===== src/rtl/pipe_hazard_ctrl_if.sv =====
// Pipeline-side bundle for the hazard controller: DOF/EX/WB register addresses,
// branch and multi-cycle status in; stage-register controls and debug stats out.
interface pipe_hazard_ctrl_if;
    logic [4:0]  aa;
    logic [4:0]  ba;
    logic        use_a;
    logic        use_b;
    logic [4:0]  ex_da;
    logic        ex_rw;
    logic [4:0]  wb_da;
    logic        wb_rw;
    logic        br_taken;
    logic        mc_start;
    logic        mc_done;
    logic        hold_pc;
    logic        hold_ir;
    logic        hold_ex;
    logic        bubble_ex;
    logic        flush;
    logic [1:0]  state;
    logic [15:0] stall_cnt;
    logic [15:0] flush_cnt;
    logic        err;

    modport master (
        output aa, ba, use_a, use_b, ex_da, ex_rw, wb_da, wb_rw, br_taken, mc_start, mc_done,
        input  hold_pc, hold_ir, hold_ex, bubble_ex, flush, state, stall_cnt, flush_cnt, err
    );

    modport slave (
        input  aa, ba, use_a, use_b, ex_da, ex_rw, wb_da, wb_rw, br_taken, mc_start, mc_done,
        output hold_pc, hold_ir, hold_ex, bubble_ex, flush, state, stall_cnt, flush_cnt, err
    );
endinterface


===== src/rtl/pipe_hazard_ctrl.sv =====
// Hazard/sequencing controller for the IF/DOF/EX/WB pipeline: data-hazard stalls, branch
// flushes, multi-cycle waits, plus saturating stall/flush counters and a sticky error flag.
module pipe_hazard_ctrl #(
    parameter int unsigned MAX_STALL  = 4,
    parameter int unsigned MC_TIMEOUT = 64,
    parameter int unsigned BR_SLOTS   = 1
) (
    input  logic              clk,
    input  logic              reset,
    pipe_hazard_ctrl_if.slave bus
);

    localparam int unsigned     LenW     = $clog2(MAX_STALL + 1);
    localparam int unsigned     TmoW     = $clog2(MC_TIMEOUT + 1);
    localparam logic [1:0]      SlotInit = 2'(BR_SLOTS - 1);
    localparam logic [LenW-1:0] LenMax   = LenW'(MAX_STALL);
    localparam logic [TmoW-1:0] TmoMax   = TmoW'(MC_TIMEOUT);

    typedef enum logic [1:0] {
        StRun    = 2'b00,
        StStall  = 2'b01,
        StFlush  = 2'b10,
        StMcWait = 2'b11
    } state_e;

    state_e          state_q, state_d;
    logic [LenW-1:0] len_q, len_d;
    logic [TmoW-1:0] tmo_q, tmo_d;
    logic [1:0]      slot_q, slot_d;
    logic [15:0]     stall_cnt_q, flush_cnt_q;
    logic            err_q, err_d;
    logic            hold_pc, hold_ir, hold_ex, bubble_ex, flush, br_accept;
    logic            haz_a, haz_b, haz;

    // Register 0 is hard-wired, so reading it never depends on an in-flight writer.
    assign haz_a = bus.use_a && (bus.aa != 5'd0) &&
                   ((bus.ex_rw && (bus.ex_da == bus.aa)) || (bus.wb_rw && (bus.wb_da == bus.aa)));
    assign haz_b = bus.use_b && (bus.ba != 5'd0) &&
                   ((bus.ex_rw && (bus.ex_da == bus.ba)) || (bus.wb_rw && (bus.wb_da == bus.ba)));
    assign haz   = haz_a || haz_b;

    always_comb begin
        state_d   = state_q;
        len_d     = len_q;
        tmo_d     = tmo_q;
        slot_d    = slot_q;
        err_d     = err_q;
        hold_pc   = 1'b0;
        hold_ir   = 1'b0;
        hold_ex   = 1'b0;
        bubble_ex = 1'b0;
        flush     = 1'b0;
        br_accept = 1'b0;
        unique case (state_q)
            StRun, StStall: begin
                if (bus.br_taken) begin
                    // Branch beats a pending stall or a multi-cycle start in the same cycle.
                    flush     = 1'b1;
                    bubble_ex = 1'b1;
                    br_accept = 1'b1;
                    len_d     = '0;
                    if (BR_SLOTS > 1) begin
                        state_d = StFlush;
                        slot_d  = SlotInit;
                    end else begin
                        state_d = StRun;
                    end
                end else if ((state_q == StRun) && bus.mc_start) begin
                    hold_pc = 1'b1;
                    hold_ir = 1'b1;
                    hold_ex = 1'b1;
                    state_d = StMcWait;
                    tmo_d   = '0;
                end else if (haz) begin
                    hold_pc   = 1'b1;
                    hold_ir   = 1'b1;
                    bubble_ex = 1'b1;
                    state_d   = StStall;
                    if (state_q == StRun) begin
                        len_d = LenW'(1);
                    end else if (len_q < LenMax) begin
                        len_d = len_q + 1'b1;
                    end
                    if (len_d == LenMax) begin
                        err_d = 1'b1;
                    end
                end else begin
                    state_d = StRun;
                    len_d   = '0;
                end
            end
            StFlush: begin
                flush     = 1'b1;
                bubble_ex = 1'b1;
                slot_d    = slot_q - 1'b1;
                if (slot_d == 2'd0) begin
                    state_d = StRun;
                end
            end
            StMcWait: begin
                hold_pc = 1'b1;
                hold_ir = 1'b1;
                hold_ex = 1'b1;
                tmo_d   = tmo_q + 1'b1;
                if (bus.mc_done) begin
                    state_d = StRun;
                end else if (tmo_d == TmoMax) begin
                    err_d   = 1'b1;
                    state_d = StRun;
                end
            end
            default: state_d = StRun;
        endcase
    end

    always_ff @(posedge clk or negedge reset) begin
        if (!reset) begin
            state_q     <= StRun;
            len_q       <= '0;
            tmo_q       <= '0;
            slot_q      <= '0;
            err_q       <= 1'b0;
            stall_cnt_q <= '0;
            flush_cnt_q <= '0;
        end else begin
            state_q <= state_d;
            len_q   <= len_d;
            tmo_q   <= tmo_d;
            slot_q  <= slot_d;
            err_q   <= err_d;
            if (hold_pc && (stall_cnt_q != 16'hFFFF)) begin
                stall_cnt_q <= stall_cnt_q + 16'd1;
            end
            if (br_accept && (flush_cnt_q != 16'hFFFF)) begin
                flush_cnt_q <= flush_cnt_q + 16'd1;
            end
        end
    end

    // Controls are combinational, so gate them directly for an immediate reset response.
    assign bus.hold_pc   = reset & hold_pc;
    assign bus.hold_ir   = reset & hold_ir;
    assign bus.hold_ex   = reset & hold_ex;
    assign bus.bubble_ex = reset & bubble_ex;
    assign bus.flush     = reset & flush;
    assign bus.state     = state_q;
    assign bus.stall_cnt = stall_cnt_q;
    assign bus.flush_cnt = flush_cnt_q;
    assign bus.err       = err_q;

endmodule


===== src/flat_wrapper.sv =====
// flat-port wrapper written by rule: the top's interface ports become plain ports
module pipe_hazard_ctrl_flat 
#(
    parameter int unsigned MAX_STALL  = 4,
    parameter int unsigned MC_TIMEOUT = 64,
    parameter int unsigned BR_SLOTS   = 1
)
  (clk, reset, bus_aa, bus_ba, bus_use_a, bus_use_b, bus_ex_da, bus_ex_rw, bus_wb_da, bus_wb_rw, bus_br_taken, bus_mc_start, bus_mc_done, bus_hold_pc, bus_hold_ir, bus_hold_ex, bus_bubble_ex, bus_flush, bus_state, bus_stall_cnt, bus_flush_cnt, bus_err);
  pipe_hazard_ctrl_if bus_i ();
  input  logic clk;
  input  logic reset;
  input wire logic [$bits(bus_i.aa)-1:0] bus_aa;
  input wire logic [$bits(bus_i.ba)-1:0] bus_ba;
  input wire logic [$bits(bus_i.use_a)-1:0] bus_use_a;
  input wire logic [$bits(bus_i.use_b)-1:0] bus_use_b;
  input wire logic [$bits(bus_i.ex_da)-1:0] bus_ex_da;
  input wire logic [$bits(bus_i.ex_rw)-1:0] bus_ex_rw;
  input wire logic [$bits(bus_i.wb_da)-1:0] bus_wb_da;
  input wire logic [$bits(bus_i.wb_rw)-1:0] bus_wb_rw;
  input wire logic [$bits(bus_i.br_taken)-1:0] bus_br_taken;
  input wire logic [$bits(bus_i.mc_start)-1:0] bus_mc_start;
  input wire logic [$bits(bus_i.mc_done)-1:0] bus_mc_done;
  output wire logic [$bits(bus_i.hold_pc)-1:0] bus_hold_pc;
  output wire logic [$bits(bus_i.hold_ir)-1:0] bus_hold_ir;
  output wire logic [$bits(bus_i.hold_ex)-1:0] bus_hold_ex;
  output wire logic [$bits(bus_i.bubble_ex)-1:0] bus_bubble_ex;
  output wire logic [$bits(bus_i.flush)-1:0] bus_flush;
  output wire logic [$bits(bus_i.state)-1:0] bus_state;
  output wire logic [$bits(bus_i.stall_cnt)-1:0] bus_stall_cnt;
  output wire logic [$bits(bus_i.flush_cnt)-1:0] bus_flush_cnt;
  output wire logic [$bits(bus_i.err)-1:0] bus_err;
  assign bus_i.aa = bus_aa;
  assign bus_i.ba = bus_ba;
  assign bus_i.use_a = bus_use_a;
  assign bus_i.use_b = bus_use_b;
  assign bus_i.ex_da = bus_ex_da;
  assign bus_i.ex_rw = bus_ex_rw;
  assign bus_i.wb_da = bus_wb_da;
  assign bus_i.wb_rw = bus_wb_rw;
  assign bus_i.br_taken = bus_br_taken;
  assign bus_i.mc_start = bus_mc_start;
  assign bus_i.mc_done = bus_mc_done;
  assign bus_hold_pc = bus_i.hold_pc;
  assign bus_hold_ir = bus_i.hold_ir;
  assign bus_hold_ex = bus_i.hold_ex;
  assign bus_bubble_ex = bus_i.bubble_ex;
  assign bus_flush = bus_i.flush;
  assign bus_state = bus_i.state;
  assign bus_stall_cnt = bus_i.stall_cnt;
  assign bus_flush_cnt = bus_i.flush_cnt;
  assign bus_err = bus_i.err;
  pipe_hazard_ctrl #(.MAX_STALL(MAX_STALL), .MC_TIMEOUT(MC_TIMEOUT), .BR_SLOTS(BR_SLOTS)) u_core (.clk(clk), .reset(reset), .bus(bus_i));
endmodule

===== config.mk =====
export PLATFORM = sky130hd
export DESIGN_NAME = pipe_hazard_ctrl_flat
export DESIGN_NICKNAME = d
export VERILOG_FILES = /design/src/rtl/pipe_hazard_ctrl_if.sv /design/src/rtl/pipe_hazard_ctrl.sv /design/src/flat_wrapper.sv
export SDC_FILE = /design/constraint.sdc
export NUM_CORES = 1
export LEC_CHECK = 0
export ABC_AREA = 1
export CAP_MARGIN = 10
export CORE_UTILIZATION = 29
export CTS_CLUSTER_DIAMETER = 100
export DETAILED_ROUTE_END_ITERATION = 16
export DONT_BUFFER_PORTS = 1
export PLACE_DENSITY_LB_ADDON = 0.08
export SYNTH_ARGS = -nofsm -noshare
export SYNTH_HDL_FRONTEND = slang
export SYNTH_SLANG_ARGS = --single-unit

===== constraint.sdc =====
create_clock -name clk -period 2.33 [get_ports clk]
set_input_delay 0.466 -clock clk [delete_from_list [all_inputs] [get_ports clk]]
set_output_delay 0.466 -clock clk [all_outputs]
set_load 0.05 [all_outputs]

# Word level (Yosys, flattened, before mapping)
# Index checks and enable logic that the tools add are counted.
dict set report word_totals {
  input_bits 29
  out_inout_bits 40
  ff_bits 47
}
dict set report classes {
  add_sub_neg 5
  bitwise_logic 4
  reduce_logical 24
  muxes 39
  eq_ne 21
  n_lt_le_gt_ge 1
}
# op n
set op_table {}
lappend op_table {{$add A16 B1 Y16 const B} 2}
lappend op_table {{$ne A16 B16 Y1 const B} 2}
lappend op_table {{$mux W3} 9}
lappend op_table {{$eq A5 B5 Y1} 4}
lappend op_table {{$mux W1} 16}
lappend op_table {{$mux W7} 2}
lappend op_table {{$pmux W7 S2} 1}
lappend op_table {{$logic_and A1 B1 Y1} 11}
lappend op_table {{$mux W2} 5}
lappend op_table {{$ne A2 B1 Y1 const B} 5}
lappend op_table {{$pmux W1 S2} 5}
lappend op_table {{$reduce_bool A5 Y1} 2}
lappend op_table {{$ne A2 B2 Y1 const B} 4}
lappend op_table {{$add A7 B1 Y7 const B} 1}
lappend op_table {{$eq A7 B7 Y1 const B} 1}
lappend op_table {{$reduce_and A7 Y1} 1}
lappend op_table {{$pmux W2 S3} 1}
lappend op_table {{$and A1 B1 Y1} 4}
lappend op_table {{$eq A2 B2 Y1 const B} 2}
lappend op_table {{$logic_not A2 Y1} 2}
lappend op_table {{$reduce_and A2 Y1} 2}
lappend op_table {{$add A3 B1 Y3 const B} 1}
lappend op_table {{$eq A3 B3 Y1 const B} 1}
lappend op_table {{$logic_or A1 B1 Y1} 3}
lappend op_table {{7 further kinds} 7}

# Longest topological paths before layout
# Gate-level depths: netlist (run 1).
dict set report depth {
  ltp_word 15
  depth_mapped 14
}

# Worst setup path after synthesis (run 1)
# Ideal clock, no wire load.
dict set report synth_timing {
  path_kind {flip-flop to output port}
  start {register u_core.state_q[1], in the netlist u_core.bus.state[1]}
  end {output port bus_hold_pc}
  n_path_buf 1
  path_slack_ns -0.421
  arrival_ns 2.285
  path_stages_with_launch 7
  path_cell_list {dfrtp_1 nor2_1 nand2_1 nand3_1 nand2_2 a21oi_1 buf_4}
}
dict set report synth_via {
  elab_chain_cells 6
}
# element line_no
set synth_lines {}
lappend synth_lines {{from (decl)} pipe_hazard_ctrl.sv:26} ;# state_e state_q, state_d;
lappend synth_lines {{from (signal assigned)} pipe_hazard_ctrl.sv:118} ;# state_q <= StRun;
lappend synth_lines {{from (signal assigned)} pipe_hazard_ctrl.sv:126} ;# state_q <= state_d;
lappend synth_lines {{$logic_not A2 Y1} -}
lappend synth_lines {{$logic_and A1 B1 Y1} pipe_hazard_ctrl.sv:68} ;# end else if ((state_q == StRun) && bus.mc_start) begin
lappend synth_lines {{$mux W1 (2 in a row)} -}
lappend synth_lines {{$pmux W1 S2 *} -}
lappend synth_lines {{$and A1 B1 Y1 *} -}
lappend synth_lines {{to (decl)} flat_wrapper.sv:23} ;# output wire logic [$bits(bus_i.hold_pc)-1:0] bus_hold_pc;
# Every way passes the cells marked *; elsewhere a longest branch is shown, timed or not.

# Final worst setup path (run 1)
dict set report layout_timing {
  start {register u_core.state_q[1], in the netlist u_core.bus.state[1]}
  end {output port bus_hold_ex}
}
dict set report layout_via {
  elab_chain_cells 6
}
# element line_no
set layout_lines {}
lappend layout_lines {{$logic_not A2 Y1} {pipe_hazard_ctrl.sv:54, pipe_hazard_ctrl.sv:68}}
lappend layout_lines {{$logic_and A1 B1 Y1} pipe_hazard_ctrl.sv:68}
lappend layout_lines {{$mux W1} pipe_hazard_ctrl.sv:68}
lappend layout_lines {{$mux W1} pipe_hazard_ctrl.sv:56} ;# if (bus.br_taken) begin
lappend layout_lines {{$pmux W1 S2 *} pipe_hazard_ctrl.sv:54} ;# unique case (state_q)
lappend layout_lines {{$and A1 B1 Y1 *} pipe_hazard_ctrl.sv:143} ;# assign bus.hold_ex = reset & hold_ex;
lappend layout_lines {{to (decl)} flat_wrapper.sv:25} ;# output wire logic [$bits(bus_i.hold_ex)-1:0] bus_hold_ex;
# Marked as above.

==> impl_results.md, run 1 <==
* Outcome: complete, no violations
* IR drop worst, VDD at 275 uV
* Fmax at 456 MHz
* Max_cap viols at 0
* Final Cell Area at 3570 um^2
* Worst-Margin Slew at 545 ps
* EDFF count, synth at 0
* Top-count cell post-synth: nand2_1
* Clock Pin Slew Worst Setup and Hold Paths at 90 ps
* Max Fanout on Critical Path at 6
* Pwr/cell area at 787 nW/um^2
* Post-DP HPWL at 5.77 mm
* Gpl congestion at 0.796
* Initial core utilization at 30.2%
* Via count at 2741
* Seq cells post-synth at 47
* I/O pin total at 69
* Placement Cell Area at 3440 um^2
* Core Region at 9910 um^2
* Slew Viols, Final at 0
* Tcrit/Tclk final at 94.1%
* Crit-path cells: nor2_2 -> nand2_1 -> nor2_1 -> nor2_1 -> nor2_1 -> buf_4
* Leading area contributor after synthesis: dfrtp_1
* Yosys cell types at 35
* Mapped Nets at 446
* Routed wire length at 7.60 mm
* Slew HR at 63.7%
* Slowest cell on crit path: dfrtp_1
* Hold Path Class: in -> async
* CTS Buffer Depth at 2
* Critical Path Sink Type: output pin
* CTS buffer count at 5
* Post-DRT Antenna Nets at 0
* DR DRC count at 0
* Sequential share of the synthesized area at 39.2%
* Initial antenna violation count at 0
* Final setup violation count at 0
* Largest cells by area after synthesis: dfrtp_1, nand2_1, nand3_1, inv_1, nor2_1
* Clk sinks at 47
* Asr flop ratio synth at 100%
* WS Path Type: reg -> out
* Synth Warn # at 0
* Clock Skew at 16.0 ps
* Number of global-route vias before repair at 2763
* Syn Inst Count at 412
* Required @ worst endpoint at 1860 ps
* RSZ-0062 raised after global routing: false
* Global-route wire length before repair at 13.2 mm
* CP arrival at 1730 ps
* Clock Root Buffer: clkbuf_8
* Largest net degree at the start of global routing at 48
* Layout cells sized above 1 at 14.7%
* WP buf/inv at 1
* Top cell type's share of synthesized area at 39.2%
* Std-Cell Rows at 36
* Area of the die at 10700 um^2
* ANT cells at 0
* WL/cell at 12.9 um
* Setup tns final at 0 ps
* Tot GR Track Use at 14.8%
* Die width at 104 um
* Final min period at 2190 ps
* Delay-heaviest family, CP: simple AND/OR/NAND/NOR gates
* Lkg Pwr at 1.83 nW
* P&R area growth vs syn at 19.1%
* H-Tree Depth at 2
* Port Buf Inserts at 0
* Mapped Area at 3000 um^2
* Drt initial violations at 73
* Prevailing post-synth register cell: dfrtp_1
* Final #Nets at 488
* Crit path top cell by count: nor2_1
* Aggregate global routing overflow at 0
* Crit path largest cell delay at 450 ps
* Vias per cell at 4.66
* Worst setup SP type: register
* Syn avg cell area at 7.27 um^2
* Die span in y at 104 um
* Top post-synthesis cells by count: nand2_1, dfrtp_1, inv_1, nor2_1, nand3_1
* Clk Latency, worst-skew pair at 300 ps
* TritonCTS clock tree: done
* Post-CTS setup buffers at 0
* Fin. Hold Viols at 0
* Detailed Routing Iterations Pass 1 at 4
-- per-stage QoR --
step                      std cells  util, %  setup slack, ps  hold slack, ps  total power, mW
after floorplan                 412        -             -108             170             1.95
after global placement          579     34.7              210             172             2.26
after detailed placement        579     34.7              229             172             2.27
after CTS                       588     35.9             25.8            8.11             2.84
after global routing            588     36.0             8.55            5.30             3.00
final                           588     36.0              136            8.77             2.81
-- path summary, 6_finish.rpt --
kind                                       endpoint  slack (ps)  depth (start not counted)                    start
min in group clk                u_core.bus.state[0]         350                          3              bus_mc_done
hold reg to reg                    u_core.slot_q[0]         490                          1         u_core.slot_q[0]
setup / recovery                        bus_hold_ex         140                          6      u_core.bus.state[1]
max in group asynchronous   u_core.bus.stall_cnt[9]        2090                          1                    reset
hold / removal                     u_core.slot_q[1]           9                          1                    reset
setup reg to reg           u_core.bus.stall_cnt[15]         550                          9  u_core.bus.stall_cnt[1]
-- cell usage in the layout, fill, tap and decap left out, drive strengths merged --
| cell | Yosys | final |
|---|---|---|
| nand2 | 139 | 139 |
| inv | 53 | 53 |
| dfrtp | 47 | 47 |
| nor2 | 44 | 44 |
| buf | 4 | 40 |
| nand3 | 38 | 38 |
| xor2 | 18 | 18 |
| o21ai | 15 | 15 |
| xnor2 | 9 | 9 |
| nand4 | 9 | 9 |
| nor3 | 9 | 9 |
| clkbuf | 1 | 7 |
| o22ai | 6 | 6 |
| ha | 5 | 5 |
| nor4 | 5 | 5 |
| a21oi | 3 | 3 |
| a22o | 2 | 2 |
| nor3b | 1 | 1 |
| o31ai | 1 | 1 |
| o311ai | 1 | 1 |
| nand3b | 1 | 1 |
| mux2 | 1 | 1 |
| clkinv | 0 | 1 |
-- routing by layer --
layer  up-vias  global-route usage [%]  part of all wire, %
met1      1264                    19.5                   47
met4         0                    3.98                  1.2
met5         -                       0                    0
met2        63                    24.0                   46
met3         9                    4.09                  5.7
li1       1405                       -                    -
-- what timing repair did --
action / in CTS / in global routing
hold buffers: 1 / 0
hold endpoints to repair: 47 / 0
setup endpoints to repair: 0 / 3
gates resized for setup: 0 / 2
-- final cells by class --
| cell class | instances | area, um^2 |
|---|---|---|
| clock buffer | 7 | 86.3 |
| clock inverter | 1 | 8.76 |
| fill | 1085 | 6340 |
| inverter | 53 | 204 |
| multi-input combinational | 307 | 1600 |
| sequential | 47 | 1180 |
| tap | 133 | 166 |
| timing repair buffer | 40 | 333 |
-- cell families after synthesis --
| logic type | synth area share, % |
|---|---|
| flip-flops | 39.2 |
| AND/OR/NAND/NOR | 37.0 |
| AO/OA/AOI/OAI | 5.39 |
| multiplexers | 0.376 |
| XOR/XNOR | 7.89 |
| adder cells (fa/ha/maj) | 2.09 |
| buffers and inverters | 7.97 |
-- sequential cells by signal, indices dropped and copies added, names as in the netlist --
register / cells
u_core.slot_q: 2
u_core.tmo_q: 7
u_core.bus.stall_cnt: 16
u_core.bus.err: 1
u_core.bus.state: 2
u_core.bus.flush_cnt: 16
u_core.len_q: 3
-- power breakdown --
part | total, mW | switching, mW | leakage [nW] | internal (mW)
sequential | 1.06 | 0.117 | 0.630 | 0.945
combinational | 1.21 | 0.848 | 1.16 | 0.360
clock | 0.539 | 0.294 | 0.0484 | 0.244
total | 2.81 | 1.26 | 1.83 | 1.55
No activity file was read; power rests on OpenSTA's default activity.
==> inputs of run 2 (changes only) <==
Settings changed: SLEW_MARGIN from default to 25.
==> results of run 2 <==
Same layout as run 1: the final DEF is identical, and so are final timing and power.
